$ cat src/rtl/divider.sv
// Sequential restoring divider for DIV/DIVU: one quotient bit per clock,
// quotient (LO) and remainder (HI) valid with a one-cycle div_done pulse.
// Ports:
//   clk, rst              clock, synchronous active-high reset
//   div_start             request, accepted only while idle
//   div_signed            1 = two's complement (DIV), 0 = unsigned (DIVU)
//   dividend, divisor     operands, sampled with div_start
//   div_busy              high whenever an operation is in progress
//   div_done              one-cycle pulse when results are updated
//   quotient, remainder   results, held until the next operation completes
module divider #(
    parameter int unsigned DATA_WIDTH = 32
) (
    input  logic                  clk,
    input  logic                  rst,
    input  logic                  div_start,
    input  logic                  div_signed,
    input  logic [DATA_WIDTH-1:0] dividend,
    input  logic [DATA_WIDTH-1:0] divisor,
    output logic                  div_busy,
    output logic                  div_done,
    output logic [DATA_WIDTH-1:0] quotient,
    output logic [DATA_WIDTH-1:0] remainder
);

    localparam int unsigned DW = DATA_WIDTH;
    localparam int unsigned CW = $clog2(DATA_WIDTH);

    typedef enum logic [1:0] {IDLE, CALC, FIX, DONE} state_t;

    state_t        state_q, state_d;
    logic          sgn_q, sgn_d;
    logic          dvd_neg_q, dvd_neg_d;
    logic          dvs_neg_q, dvs_neg_d;
    logic          dz_q, dz_d;
    logic [DW:0]   rem_q, rem_d;      // partial remainder, one spare bit
    logic [DW-1:0] acc_q, acc_d;      // dividend shifts out, quotient shifts in
    logic [DW-1:0] dvs_q, dvs_d;
    logic [CW-1:0] cnt_q, cnt_d;
    logic [DW-1:0] quo_d, rmd_d;
    logic          busy_d, done_d;

    logic [DW:0]   shifted;
    logic [DW+1:0] trial;

    // Trial subtraction; the extra top bit of trial is the borrow/sign
    assign shifted = {rem_q[DW-1:0], acc_q[DW-1]};
    assign trial   = {1'b0, shifted} - {2'b00, dvs_q};

    // State register
    always_ff @(posedge clk) begin
        if (rst) state_q <= IDLE;
        else     state_q <= state_d;
    end

    // Datapath and output registers
    always_ff @(posedge clk) begin
        if (rst) begin
            sgn_q     <= 1'b0;
            dvd_neg_q <= 1'b0;
            dvs_neg_q <= 1'b0;
            dz_q      <= 1'b0;
            rem_q     <= '0;
            acc_q     <= '0;
            dvs_q     <= '0;
            cnt_q     <= '0;
            quotient  <= '0;
            remainder <= '0;
            div_busy  <= 1'b0;
            div_done  <= 1'b0;
        end else begin
            sgn_q     <= sgn_d;
            dvd_neg_q <= dvd_neg_d;
            dvs_neg_q <= dvs_neg_d;
            dz_q      <= dz_d;
            rem_q     <= rem_d;
            acc_q     <= acc_d;
            dvs_q     <= dvs_d;
            cnt_q     <= cnt_d;
            quotient  <= quo_d;
            remainder <= rmd_d;
            div_busy  <= busy_d;
            div_done  <= done_d;
        end
    end

    // Next-state and datapath control
    always_comb begin
        state_d   = state_q;
        sgn_d     = sgn_q;
        dvd_neg_d = dvd_neg_q;
        dvs_neg_d = dvs_neg_q;
        dz_d      = dz_q;
        rem_d     = rem_q;
        acc_d     = acc_q;
        dvs_d     = dvs_q;
        cnt_d     = cnt_q;
        quo_d     = quotient;
        rmd_d     = remainder;
        done_d    = 1'b0;

        case (state_q)
            IDLE: begin
                if (div_start) begin
                    // Magnitudes are taken as unsigned, so 0x80000000 maps to 2^31
                    sgn_d     = div_signed;
                    dvd_neg_d = div_signed & dividend[DW-1];
                    dvs_neg_d = div_signed & divisor[DW-1];
                    dz_d      = (divisor == '0);
                    acc_d     = (div_signed & dividend[DW-1]) ? DW'(-dividend) : dividend;
                    dvs_d     = (div_signed & divisor[DW-1])  ? DW'(-divisor)  : divisor;
                    rem_d     = '0;
                    cnt_d     = '0;
                    state_d   = CALC;
                end
            end
            CALC: begin
                if (!trial[DW+1]) begin
                    rem_d = trial[DW:0];
                    acc_d = {acc_q[DW-2:0], 1'b1};
                end else begin
                    rem_d = shifted;
                    acc_d = {acc_q[DW-2:0], 1'b0};
                end
                if (cnt_q == CW'(DW - 1)) state_d = FIX;
                else                      cnt_d   = cnt_q + CW'(1);
            end
            FIX: begin
                // Divide by zero leaves |dividend| in rem; sign fix restores the original
                quo_d   = (sgn_q & (dvd_neg_q ^ dvs_neg_q)) ? DW'(-acc_q) : acc_q;
                rmd_d   = (sgn_q & dvd_neg_q) ? DW'(-rem_q[DW-1:0]) : rem_q[DW-1:0];
                if (dz_q) quo_d = '1;
                done_d  = 1'b1;
                state_d = DONE;
            end
            DONE: begin
                state_d = IDLE;
            end
            default: begin
                state_d = IDLE;
            end
        endcase

        busy_d = (state_d != IDLE);
    end

endmodule

$ cat config.mk
export PLATFORM = sky130hd
export DESIGN_NAME = divider
export DESIGN_NICKNAME = d
export VERILOG_FILES = /design/src/rtl/divider.sv
export SDC_FILE = /design/constraint.sdc
export NUM_CORES = 1
export LEC_CHECK = 0
export ABC_AREA = 1
export BUFFER_PORTS_ARGS = -buffer_cell sky130_fd_sc_hd__buf_2
export CORE_MARGIN = 10
export CORE_UTILIZATION = 67
export CTS_BUF_LIST = sky130_fd_sc_hd__clkbuf_8
export CTS_CLUSTER_DIAMETER = 60
export DETAILED_ROUTE_END_ITERATION = 6
export GPL_ROUTABILITY_DRIVEN = 0
export GPL_TIMING_DRIVEN = 1
export HOLD_SLACK_MARGIN = 0.12
export PLACE_DENSITY = 0.95
export SETUP_SLACK_MARGIN = 0.3
export SYNTH_ARGS = -nofsm -noshare
export SYNTH_HDL_FRONTEND = slang
export SYNTH_SLANG_ARGS = --single-unit
$ cat constraint.sdc
create_clock -name clk -period 3.35 [get_ports clk]
set_input_delay 0.335 -clock clk [delete_from_list [all_inputs] [get_ports clk]]
set_output_delay 0.335 -clock clk [all_outputs]
set_load 0.02 [all_outputs]
### After elaboration in Yosys (flattened, before gate mapping)

Cells that the tools add are included.

| storage, ports and cells | value |
|---|---|
| input port bits | 68 |
| logic and storage cells | 55 |
| output and inout bits | 66 |
| flip-flop bits (word level) | 173 |

| cells by class | value |
|---|---|
| reductions and logical operators | 7 |
| eq/ne operators | 6 |
| bitwise gates (word level) | 5 |
| add/subtract/negate cells | 6 |
| multiplexer cells | 18 |

Operators with widths:

| operator | number |
|---|---|
| 2-to-1 mux 32 bit | 8 |
| negator 32 bit | 4 |
| one-hot mux 32 bit (2 select lines) | 2 |
| subtractor 33 x 32 -> 34 bit | 1 |
| zero test 32 bit | 1 |
| 2-to-1 mux 5 bit | 2 |
| one-hot mux 5 bit (2 select lines) | 1 |
| one-hot mux 2 bit (4 select lines) | 1 |
| adder 5 x 1 -> 5 bit, second input constant | 1 |
| equality test 5 bit, second input constant | 1 |
| bitwise AND 1 bit | 4 |
| equality test 2 bit, second input constant | 2 |
| 2-to-1 mux 2 bit | 2 |
| != test 2 bit, second input constant | 2 |
| AND reduction 2 bit | 2 |
| nonzero test 2 bit | 2 |
| AND reduction 3 bit | 1 |
| equality test 2 x 1 -> 1 bit, second input constant | 1 |
| zero test 2 bit | 1 |
| 2-to-1 mux 1 bit | 2 |
| XOR 1 bit | 1 |

### Depth between registers and ports, before layout

Gate-level depths: netlist of run 1.

| depth | value |
|---|---|
| depth in word-level cells | 4 |
| depth in mapped cells | 16 |
| depth with buffers taken out | 16 |

### Least setup slack after synthesis of run 1

Ideal clock, no wire load.

| path | value |
|---|---|
| path kind | reg2reg |
| from | register acc_q[31] |
| to | register rem_q[28] |
| cell stages (with the launch flop) | 17 |
| required time | 3218 ps |
| arrival time | 1852 ps |
| clock period less this slack | 1984 ps |
| slack | 1366 ps |
| setup time | 132 ps |
| path buffers | 0 |
| cell sequence | dfxtp_1 -> inv_1 -> ha_1 -> inv_1 -> fa_1 -> nand3_1 -> nand3_1 -> nand2_1 -> nand2_1 -> nand2_1 -> nand2_1 -> nand2_1 -> nand2_1 -> nand2_1 -> nand3_1 -> nand2_1 -> a21oi_1 |

| on the way | value |
|---|---|
| cells in the longest elaborated chain, start to end | 3 |

RTL lines:

| element | line | source |
|---|---|---|
| start, declared | 37 | `logic [DW-1:0] acc_q, acc_d;` |
| start signal, assigned | 64 | `acc_q <= '0;` |
| start signal, assigned | 77 | `acc_q <= acc_d;` |
| subtractor 33 x 32 -> 34 bit | 48 | `assign trial = {1'b0, shifted} - {2'b00, dvs_q};` |
| 2-to-1 mux 32 bit | 118 | `if (!trial[DW+1]) begin` |
| one-hot mux 32 bit (2 select lines) | 102 | `case (state_q)` |
| end signal, assigned | 76 | `rem_q <= rem_d;` |
| end, declared | 36 | `logic [DW:0] rem_q, rem_d;` |

No other way between the ends.
A chain may end at the register's enable or synchronous reset.

### Final worst setup path of run 1

| path | value |
|---|---|
| from | register acc_q[31] |
| to | register rem_q[30] |

The elaborated chain is that of the path after synthesis.

==> run summary, run 1 <==
Status = finished, violations left
Failing checks = design-rule violations
M1 wire length = 15600 um
First-pass GRT wire length = 63800 um
Ports = 134
Critical path required time = 3690 ps
DP HPWL = 30400 um
Largest net degree at the start of global routing = 92
Mapped Area = 0.0128 sq mm
Non-filler cells, final = 2393
Sequential cell area fraction in the yosys report = 27.1%
Syn Nets = 2161
Hold_buf cts = 0
Post-route DRC = 17
Routed length on met3 = 4950 um
Post-Route Setup TNS = 0 ps
Gr ovfl total = 0
Setup CP Type = reg2reg
Initial antenna violation count = 0
CTS Buf Count = 17
Crit path arrival time = 2970 ps
Hold depth = 3
Synth Instances = 2054
Synth Register Bits = 173
Area grow syn2layout = 8.94%
Vias in the first global route = 13200
Worst-Margin Slew = 948 ps
Worst reg2reg path depth = 16
Cell Pwr Density = 896 mW/mm^2
FF-to-FF Start = acc_q[31]
Clk network pwr share = 12.1%
Number of vias per cell = 6.00
DR iter-0 viols = 1796
Post-DRT Antenna Nets = 0
Clk slew on worst S/H paths = 100 ps
Main synth FF type = dfxtp_1
All-Layer GR Usage = 31.4%
Psw = 6900 uW
Resize count post-CTS = 0
Flop pwr share = 21.5%
RSZ-0062 raised after global routing = false
Via count = 14400
Min-delay src = divisor[15]
Worst Path Max Fanout = 4
Row cnt = 50
CTS Buffer Depth = 2
CTS Sinks = 173
# Max-Cap Violations = 0
Die ar. = 0.0250 sq mm
Slew headroom = 36.8%
Top sig layer = met4
Post-Syn Area per Cell = 6.21 sq um
Post-route cell area = 0.0139 sq mm
Starting Density = 68.2%
CTS tree = done
Placed cells = 2361
P_int = 5560 uW
Die H = 158 um
Worst setup startpoint = acc_q[31]
CP startpoint kind = register
Root Driver = clkbuf_8
Post-CTS Setup Bufs = 0
Peak VDD IR = 806 uV
Fraction of registers with async set/reset = 0%
DR WL met2 = 17900 um
Sw Ratio = 55.4%
Hold EP = dvs_q[15]
Proportion of layout cells with a drive suffix above 1 = 14.3%
Worst R2R Setup Slack = 720 ps
Critical Path End Type = register
Clk Latency, worst-skew pair = 510 ps
Hold Crit Class = in2reg
Die extent in x = 158 um
Post-route clock period utilization = 78.6%
Final WL = 40200 um
Fin. Hold Viols = 0
Post-route minimum period = 2630 ps
EDFF count, synth = 0
Max-slew violation count = 0
Count of different cell masters after synthesis = 51
Fin nets = 2253
P_leak = 0.00701 uW
Synthesis Warnings = 0
Reg2reg end = rem_q[30]
Drt first pass iters = 7
Final setup violation count = 0
Core Region = 0.0187 sq mm
H-Tree Level Count = 4
Antenna fix cells = 0
Cell Area, Placed = 0.0135 sq mm
Setup Skew = 29.5 ps
Comb pwr share = 66.5%
Max Fclk = 380 MHz
WL/cell = 16.8 um
Buffers on Ports = 133
==> synthesized netlist by cell type (21+ instances only) <==
master	number	area [sq um]
nand2_2	21	131
nor3_1	23	115
o21ai_0	114	571
inv_1	307	1150
nand3_1	162	811
xor2_1	46	403
clkbuf_1	50	188
a21oi_1	117	586
nor2_1	193	724
a21oi_2	26	228
nand4_1	27	169
ha_1	38	475
nand2_1	516	1940
dfxtp_1	173	3460
a31oi_1	28	175
==> area by class of cell <==
cell class | instances | area, sq um
fillers | 1407 | 4800
clock inverters | 15 | 161
multi-input cells | 1478 | 7740
flip-flops and latches | 173 | 3460
well taps | 234 | 293
inverters | 328 | 1230
clock buffers | 17 | 234
repair buffers | 148 | 781
==> cell families (layout without fill, tap and decap cells) <==
| logic type | after synthesis | in the layout | share of synthesized area (%) |
|---|---|---|---|
| compound gates | 360 | 360 | 16.7 |
| xor+xnor | 66 | 66 | 4.53 |
| fa+ha+maj | 39 | 39 | 3.88 |
| buf+inv | 403 | 508 | 12.3 |
| flops | 173 | 173 | 27.1 |
| simple gates | 1013 | 1013 | 35.4 |
==> placed cells by master, fill, tap and decap left out, types with 4 or more instances in the layout <==
cell type / Yosys / routed
o21ai_0: 114 / 114
clkbuf_8: 0 / 17
nor3_1: 23 / 23
o21ai_2: 5 / 5
a21oi_1: 117 / 117
nand4_1: 27 / 27
clkinvlp_4: 0 / 7
nor3_2: 6 / 6
nand2_2: 21 / 21
nand3_1: 162 / 162
inv_1: 307 / 305
ha_1: 38 / 38
buf_2: 16 / 132
a21oi_2: 26 / 26
o21ai_1: 12 / 12
xor2_1: 46 / 46
nand2_1: 516 / 516
a31oi_1: 28 / 28
nand3b_1: 13 / 13
xnor2_1: 20 / 20
o221ai_1: 15 / 15
dfxtp_1: 173 / 173
buf_4: 1 / 16
o211ai_1: 13 / 13
inv_8: 0 / 4
nor2_2: 9 / 9
nand3_2: 16 / 16
nor4_1: 4 / 4
a22oi_1: 15 / 15
inv_2: 18 / 20
or2_2: 8 / 8
nor2_4: 6 / 8
nor2_1: 193 / 191
==> flip-flops by register name, summed over array words and instances (netlist names), 2 cells and up <==
name / count
acc_q: 32
cnt_q: 5
dvs_q: 32
quotient: 32
rem_q: 32
remainder: 32
state_q: 2
==> worst max-delay path by stage <==
stage	to	slack (ps)	depth (start not counted)
final	rem_q[30]	720	16
after global routing	rem_q[30]	660	16
after CTS	rem_q[30]	830	16
after detailed placement	rem_q[30]	900	16
after global placement	rem_q[30]	930	16
after floorplan	rem_q[28]	1370	16
==> routing by layer <==
| metal | vias to the layer above | GRT usage, % |
|---|---|---|
| met5 | - | 0 |
| met4 | 0 | 15.0 |
| met3 | 170 | 7.84 |
| met2 | 995 | 49.6 |
| met1 | 6399 | 39.2 |
| li1 | 6804 | - |
==> worst max-delay path: stages, from the launching register on <==
cell	delay, ps
dfxtp_1	340
inv_1	120
ha_1	190
inv_1	130
fa_1	450
nand3_1	120
nand3_1	170
nand2_1	100
nand2_1	110
nand2_1	80
nand2_1	150
nand2_1	170
nand2_1	70
nand2_1	70
nand3_1	70
nand2_1	80
a21oi_1	50
==> power groups by stage <==
stage / Clock (uW) / Combinational (uW) / Sequential [uW]
final: 1500 / 8280 / 2670
after global routing: 1570 / 8990 / 2690
after CTS: 1480 / 7960 / 2650
after detailed placement: 0 / 7870 / 2690
after global placement: 0 / 7650 / 2680
after floorplan: 0 / 6360 / 2560
==> through the flow <==
step	hold WS (ps)	util [%]	setup slack, ps	power, uW
4_1_cts	158	74.3	828	12100
2_1_floorplan	460	-	1370	8920
6_report	168	74.3	715	12500
3_3_place_gp	477	72.2	930	10300
5_1_grt	172	74.3	656	13300
3_5_place_dp	493	72.2	899	10600
(Power assumes the default switching activity.)
==> inputs of run 2 (changes only) <==
CORE_UTILIZATION = 62   (was 67)
PLACE_DENSITY = 0.94   (was 0.95)
clock period = 2.6 ns   (was 3.35 ns; I/O delays follow)
==> run 2 against run 1 <==
  * The flow still finishes with violations (design-rule violations)
  * Utilization is 1.9 points lower
  * Flip-flop and latch count stayed put
  * Worst setup slack worse by 420 ps
  * Clock skew is 13 ps lower
  * Non-clock buffer count is 33 higher
  * Critical path depth stayed put
  * Hold slack worse by 25 ps
  * First-iteration DRC count is 8.6% higher
  * Total power is 38% higher
  * Fmax is 14% higher
==> run summary, run 2 (synthesis results as in run 1) <==
Status = finished, violations left
Failing checks = design-rule violations
RSZ-0062 raised after global routing = true
Setup CP Type = reg2reg
CTS Buf Count = 17
Pre-CTS setup slack = 222 ps
CP startpoint kind = register
Gr ovfl total = 0
Clk network pwr share = 10.6%
Post-route setup slack = 297 ps
Comb pwr share = 69.1%
Max Fclk = 434 MHz
WL/cell = 17.2 um
Most frequent cells in the layout = 507 x nand2_1, 301 x inv_1, 184 x nor2_1, 160 x nand3_1, 157 x dfxtp_1
Post-route minimum period = 2300 ps
CTS Sinks = 173
Cell Pwr Density = 1170 mW/mm^2
Peak VDD IR = 893 uV
CTS tree = done
Fin nets = 2288
Commonest non-fill, non-tap cell in the layout = nand2_1
P_int = 7790 uW
CTS Buffer Depth = 2
Fin. Hold Viols = 0
Util after Layout = 72.4%
Worst-Margin Slew = 849 ps
Die ar. = 0.0267 sq mm
DP HPWL = 30500 um
M1 wire length = 15700 um
Root Driver = clkbuf_8
Worst Path Max Fanout = 4
Area grow syn2layout = 14.8%
Number of vias per cell = 5.98
Fillcell total = 1461
Largest net degree at the start of global routing = 92
Post-Route Setup TNS = 0 ps
Setup Skew = 16.4 ps
Clk Latency, worst-skew pair = 480 ps
Row cnt = 52
All-Layer GR Usage = 29.5%
Psw = 9390 uW
Final setup violation count = 0
Die H = 163 um
Vias in the first global route = 13600
H-Tree Level Count = 4
Final WL = 42300 um
Post-route clock period utilization = 88.6%
Proportion of layout cells with a drive suffix above 1 = 17.9%
Ports = 134
Max-slew violation count = 0
Via count = 14700
Drt first pass iters = 7
Routed length on met3 = 4870 um
DR iter-0 viols = 1951
Post-route DRC = 23
Core Region = 0.0202 sq mm
Hold Crit Class = in2reg
Die extent in x = 163 um
Critical Path End Type = register
First-pass GRT wire length = 65200 um
Top sig layer = met4
Post-DRT Antenna Nets = 0
Critical path required time = 2930 ps
Initial antenna violation count = 0
Power, Total = 17200 uW
Antenna fix cells = 0
Flop pwr share = 20.3%
P_leak = 0.00722 uW
# Max-Cap Violations = 0
Non-filler cells, final = 2463
Sw Ratio = 54.7%
Slew headroom = 43.4%
Crit path arrival time = 2630 ps
Buffers on Ports = 133
DR WL met2 = 19400 um
Clk slew on worst S/H paths = 90 ps
Placed cells = 2409
Starting Density = 63.1%
==> run 2: changes by cell type in the layout (fill, tap and decap cells not counted), moves of 6 or more <==
cell           change
dfxtp_2           +15
ha_2               +7
nand2_2            +8
buf_4             +13
ha_1              -24
ha_4              +17
nand2_1            -9
dfxtp_1           -16
dlygate4sd3_1     +14
inv_2              +6
nor2_1             -7
==> run 2: stage by stage <==
step                instance area, sq um  hold slack, ps
finish                             14600             144
global route                       14600             157
CTS                                14200             123
detailed placement                 13700             469
global placement                   13700             460
floorplan                          12800             420
==> run 2: timing repair <==
action	CTS	global route
hold buffers	14	0
gates resized for setup	7	76
hold endpoints to repair	15	0
setup endpoints to repair	13	41
pin swaps	2	8
gates cloned	1	1
setup buffers	1	6
==> run 2: layout make-up <==
class	instances	area, sq um	share of cell area, %
timing repair buffer	181	1130	7.74
multi-input combinational	1480	8090	55.2
clock inverter	13	121	0.829
clock buffer	18	248	1.69
inverter	328	1230	8.41
tap	270	338	2.31
sequential	173	3490	23.8
==> run 2: worst max-delay path, stage by stage (launching register included) <==
cell	delay (ps)
dfxtp_1	340
inv_2	70
ha_1	160
inv_2	60
fa_2	390
nand3_1	110
nand3_2	130
nand2_1	130
nand2_2	100
nand2_1	80
nand2_1	90
nand2_2	120
nand2_1	80
nand2_1	70
nand3_1	70
nand2_1	80
a21oi_1	70
==> run 2: path summary, 6_finish.rpt <==
path / from / to / slack, ps / cells after the start
setup / recovery: acc_q[31] / rem_q[30] / 300 / 16
hold / removal: divisor[31] / dz_q / 140 / 4
setup reg to reg: acc_q[31] / rem_q[30] / 300 / 16
hold reg to reg: remainder[18] / remainder[18] / 510 / 2
==> run 2: power by group through the flow <==
stage / combinational (uW) / clock (uW) / sequential [uW]
6_report: 11900 / 1820 / 3490
3_5_place_dp: 10200 / 0 / 3420
4_1_cts: 10500 / 1820 / 3380
5_1_grt: 12800 / 1920 / 3510
3_3_place_gp: 9920 / 0 / 3400
2_1_floorplan: 8200 / 0 / 3300
==> run 2: layer usage <==
metal,GRT usage [%],vias to the layer above
li1,-,6879
met1,35.0,6636
met2,47.8,970
met3,7.53,241
met4,15.9,0
met5,0,-
==> inputs of run 3 (changes only) <==
CORE_UTILIZATION = 50   (was 62)
PLACE_DENSITY = 0.8   (was 0.94)
==> run 3 against run 2 <==
  * The run now ends clean
  * Clock-buffer cell count down 1
  * Highest routed layer unchanged
  * Cell count increased by 2.8%
  * Cell area rose by 0.97%
==> run summary, run 3 (synthesis results as in run 1) <==
Status = finished, final reports clean
Post-route cell area = 0.0148 sq mm
# Max-Cap Violations = 0
Worst Path Max Fanout = 8
Psw = 9170 uW
Max Fclk = 448 MHz
CTS Buffer Depth = 2
Hold Crit Class = in2reg
Fin nets = 2297
Min Hold Slack = 120 ps
Flop pwr share = 19.7%
Buffers on Ports = 133
Max-slew violation count = 0
Slew headroom = 45.5%
Post-route clock period utilization = 85.9%
Post-route minimum period = 2230 ps
Util after Layout = 58.7%
Clk Latency, worst-skew pair = 490 ps
Post-DRT Antenna Nets = 0
Non-filler cells, final = 2533
CTS Buf Count = 17
Placed cells = 2471
Gr ovfl total = 0
Cell Area, Placed = 0.0138 sq mm
Via count = 14000
Crit path arrival time = 2650 ps
Starting Density = 50.7%
Worst-Margin Slew = 818 ps
Hold depth = 3
CTS tree = done
Number of vias per cell = 5.54
Vias in the first global route = 13100
DP HPWL = 30200 um
Root Driver = clkbuf_8
Comb pwr share = 67.6%
Die extent in x = 180 um
Min-delay src = divisor[8]
Row cnt = 58
H-Tree Level Count = 4
CP startpoint kind = register
Setup CP Type = reg2reg
Setup Skew = 17.6 ps
Final WL = 40200 um
Cell Pwr Density = 1170 mW/mm^2
First-pass GRT wire length = 65300 um
FF-to-FF Start = rem_q[18]
Post-Route Setup TNS = 0 ps
RSZ-0062 raised after global routing = false
Critical path required time = 3010 ps
Die H = 180 um
Worst reg2reg path depth = 13
P_leak = 0.00733 uW
CTS Sinks = 173
Post-route DRC = 0
Most frequent cells in the layout = 505 x nand2_1, 304 x inv_1, 182 x nor2_1, 160 x nand3_1, 157 x dfxtp_1
Initial antenna violation count = 0
Critical Path End Type = register
All-Layer GR Usage = 23.7%
Die ar. = 0.0323 sq mm
Area grow syn2layout = 15.9%
WL/cell = 15.9 um
Commonest non-fill, non-tap cell in the layout = nand2_1
Antenna fix cells = 0
Clk slew on worst S/H paths = 110 ps
Core Region = 0.0252 sq mm
Hold EP = dvs_q[8]
Largest net degree at the start of global routing = 97
Sw Ratio = 52.8%
Peak VDD IR = 865 uV
Clk network pwr share = 12.6%
Fin. Hold Viols = 0
Proportion of layout cells with a drive suffix above 1 = 17.8%
DR iter-0 viols = 1537
Final setup violation count = 0
P_int = 8180 uW
Ports = 134
Worst R2R Setup Slack = 370 ps
Drt first pass iters = 6
Reg2reg end = rem_q[20]
run 3: routing by layer:
metal | up-vias | wire [um] | track usage, %
li1 | 6896 | - | -
met1 | 6442 | 17500 | 31.4
met2 | 617 | 18200 | 38.1
met3 | 75 | 3490 | 4.36
met4 | 0 | 971 | 7.38
met5 | - | 0 | 0
run 3: timing repair:
action                                  4_1_cts  5_1_grt
hold buffers                                 16        0
endpoints found under the setup margin       17       37
pin swaps                                     1        9
cloned                                        1        2
buffers inserted                              0       11
gates resized for setup                       5       63
hold endpoints to repair                     17        0
run 3: metrics by stage:
stage               total power (uW)  setup slack, ps
floorplan                      11500              616
global placement               13500              287
detailed placement             13700              199
CTS                            16000              265
global route                   18600              272
finish                         17300              368
run 3: final cells by class:
cell class / instances / area [sq um]
fill: 2328 / 10400
multi-input combinational: 1481 / 7980
sequential: 173 / 3480
timing repair buffer: 189 / 1240
inverter: 328 / 1230
tap: 330 / 413
clock buffer: 17 / 234
clock inverter: 15 / 209
run 3: worst max-delay path by stage:
stage | start | to | slack [ps]
detailed placement | acc_q[31] | rem_q[28] | 200
CTS | rem_q[19] | rem_q[29] | 270
floorplan | acc_q[31] | rem_q[28] | 620
global route | dvs_q[28] | rem_q[21] | 270
global placement | rem_q[5] | rem_q[25] | 290
finish | rem_q[18] | rem_q[20] | 370
run 3: power by group through the flow:
stage               sequential [uW]  clock, uW  combinational (uW)
global placement               3390          0               10200
global route                   3460       2280               12900
finish                         3420       2190               11700
detailed placement             3400          0               10300
CTS                            3350       2190               10500
floorplan                      3300          0                8200
run 3: worst max-delay path, cell delays in order (launching register included):
cell     delay [ps]
dfxtp_2         430
ha_2            340
nand2_2         100
inv_1            40
nand2_1          70
nand2_1         100
a21oi_4         200
nor2_4           60
nor2_8          200
buf_4           160
nand2_4          90
nand2_1         100
nand3_1         100
a21oi_2         160
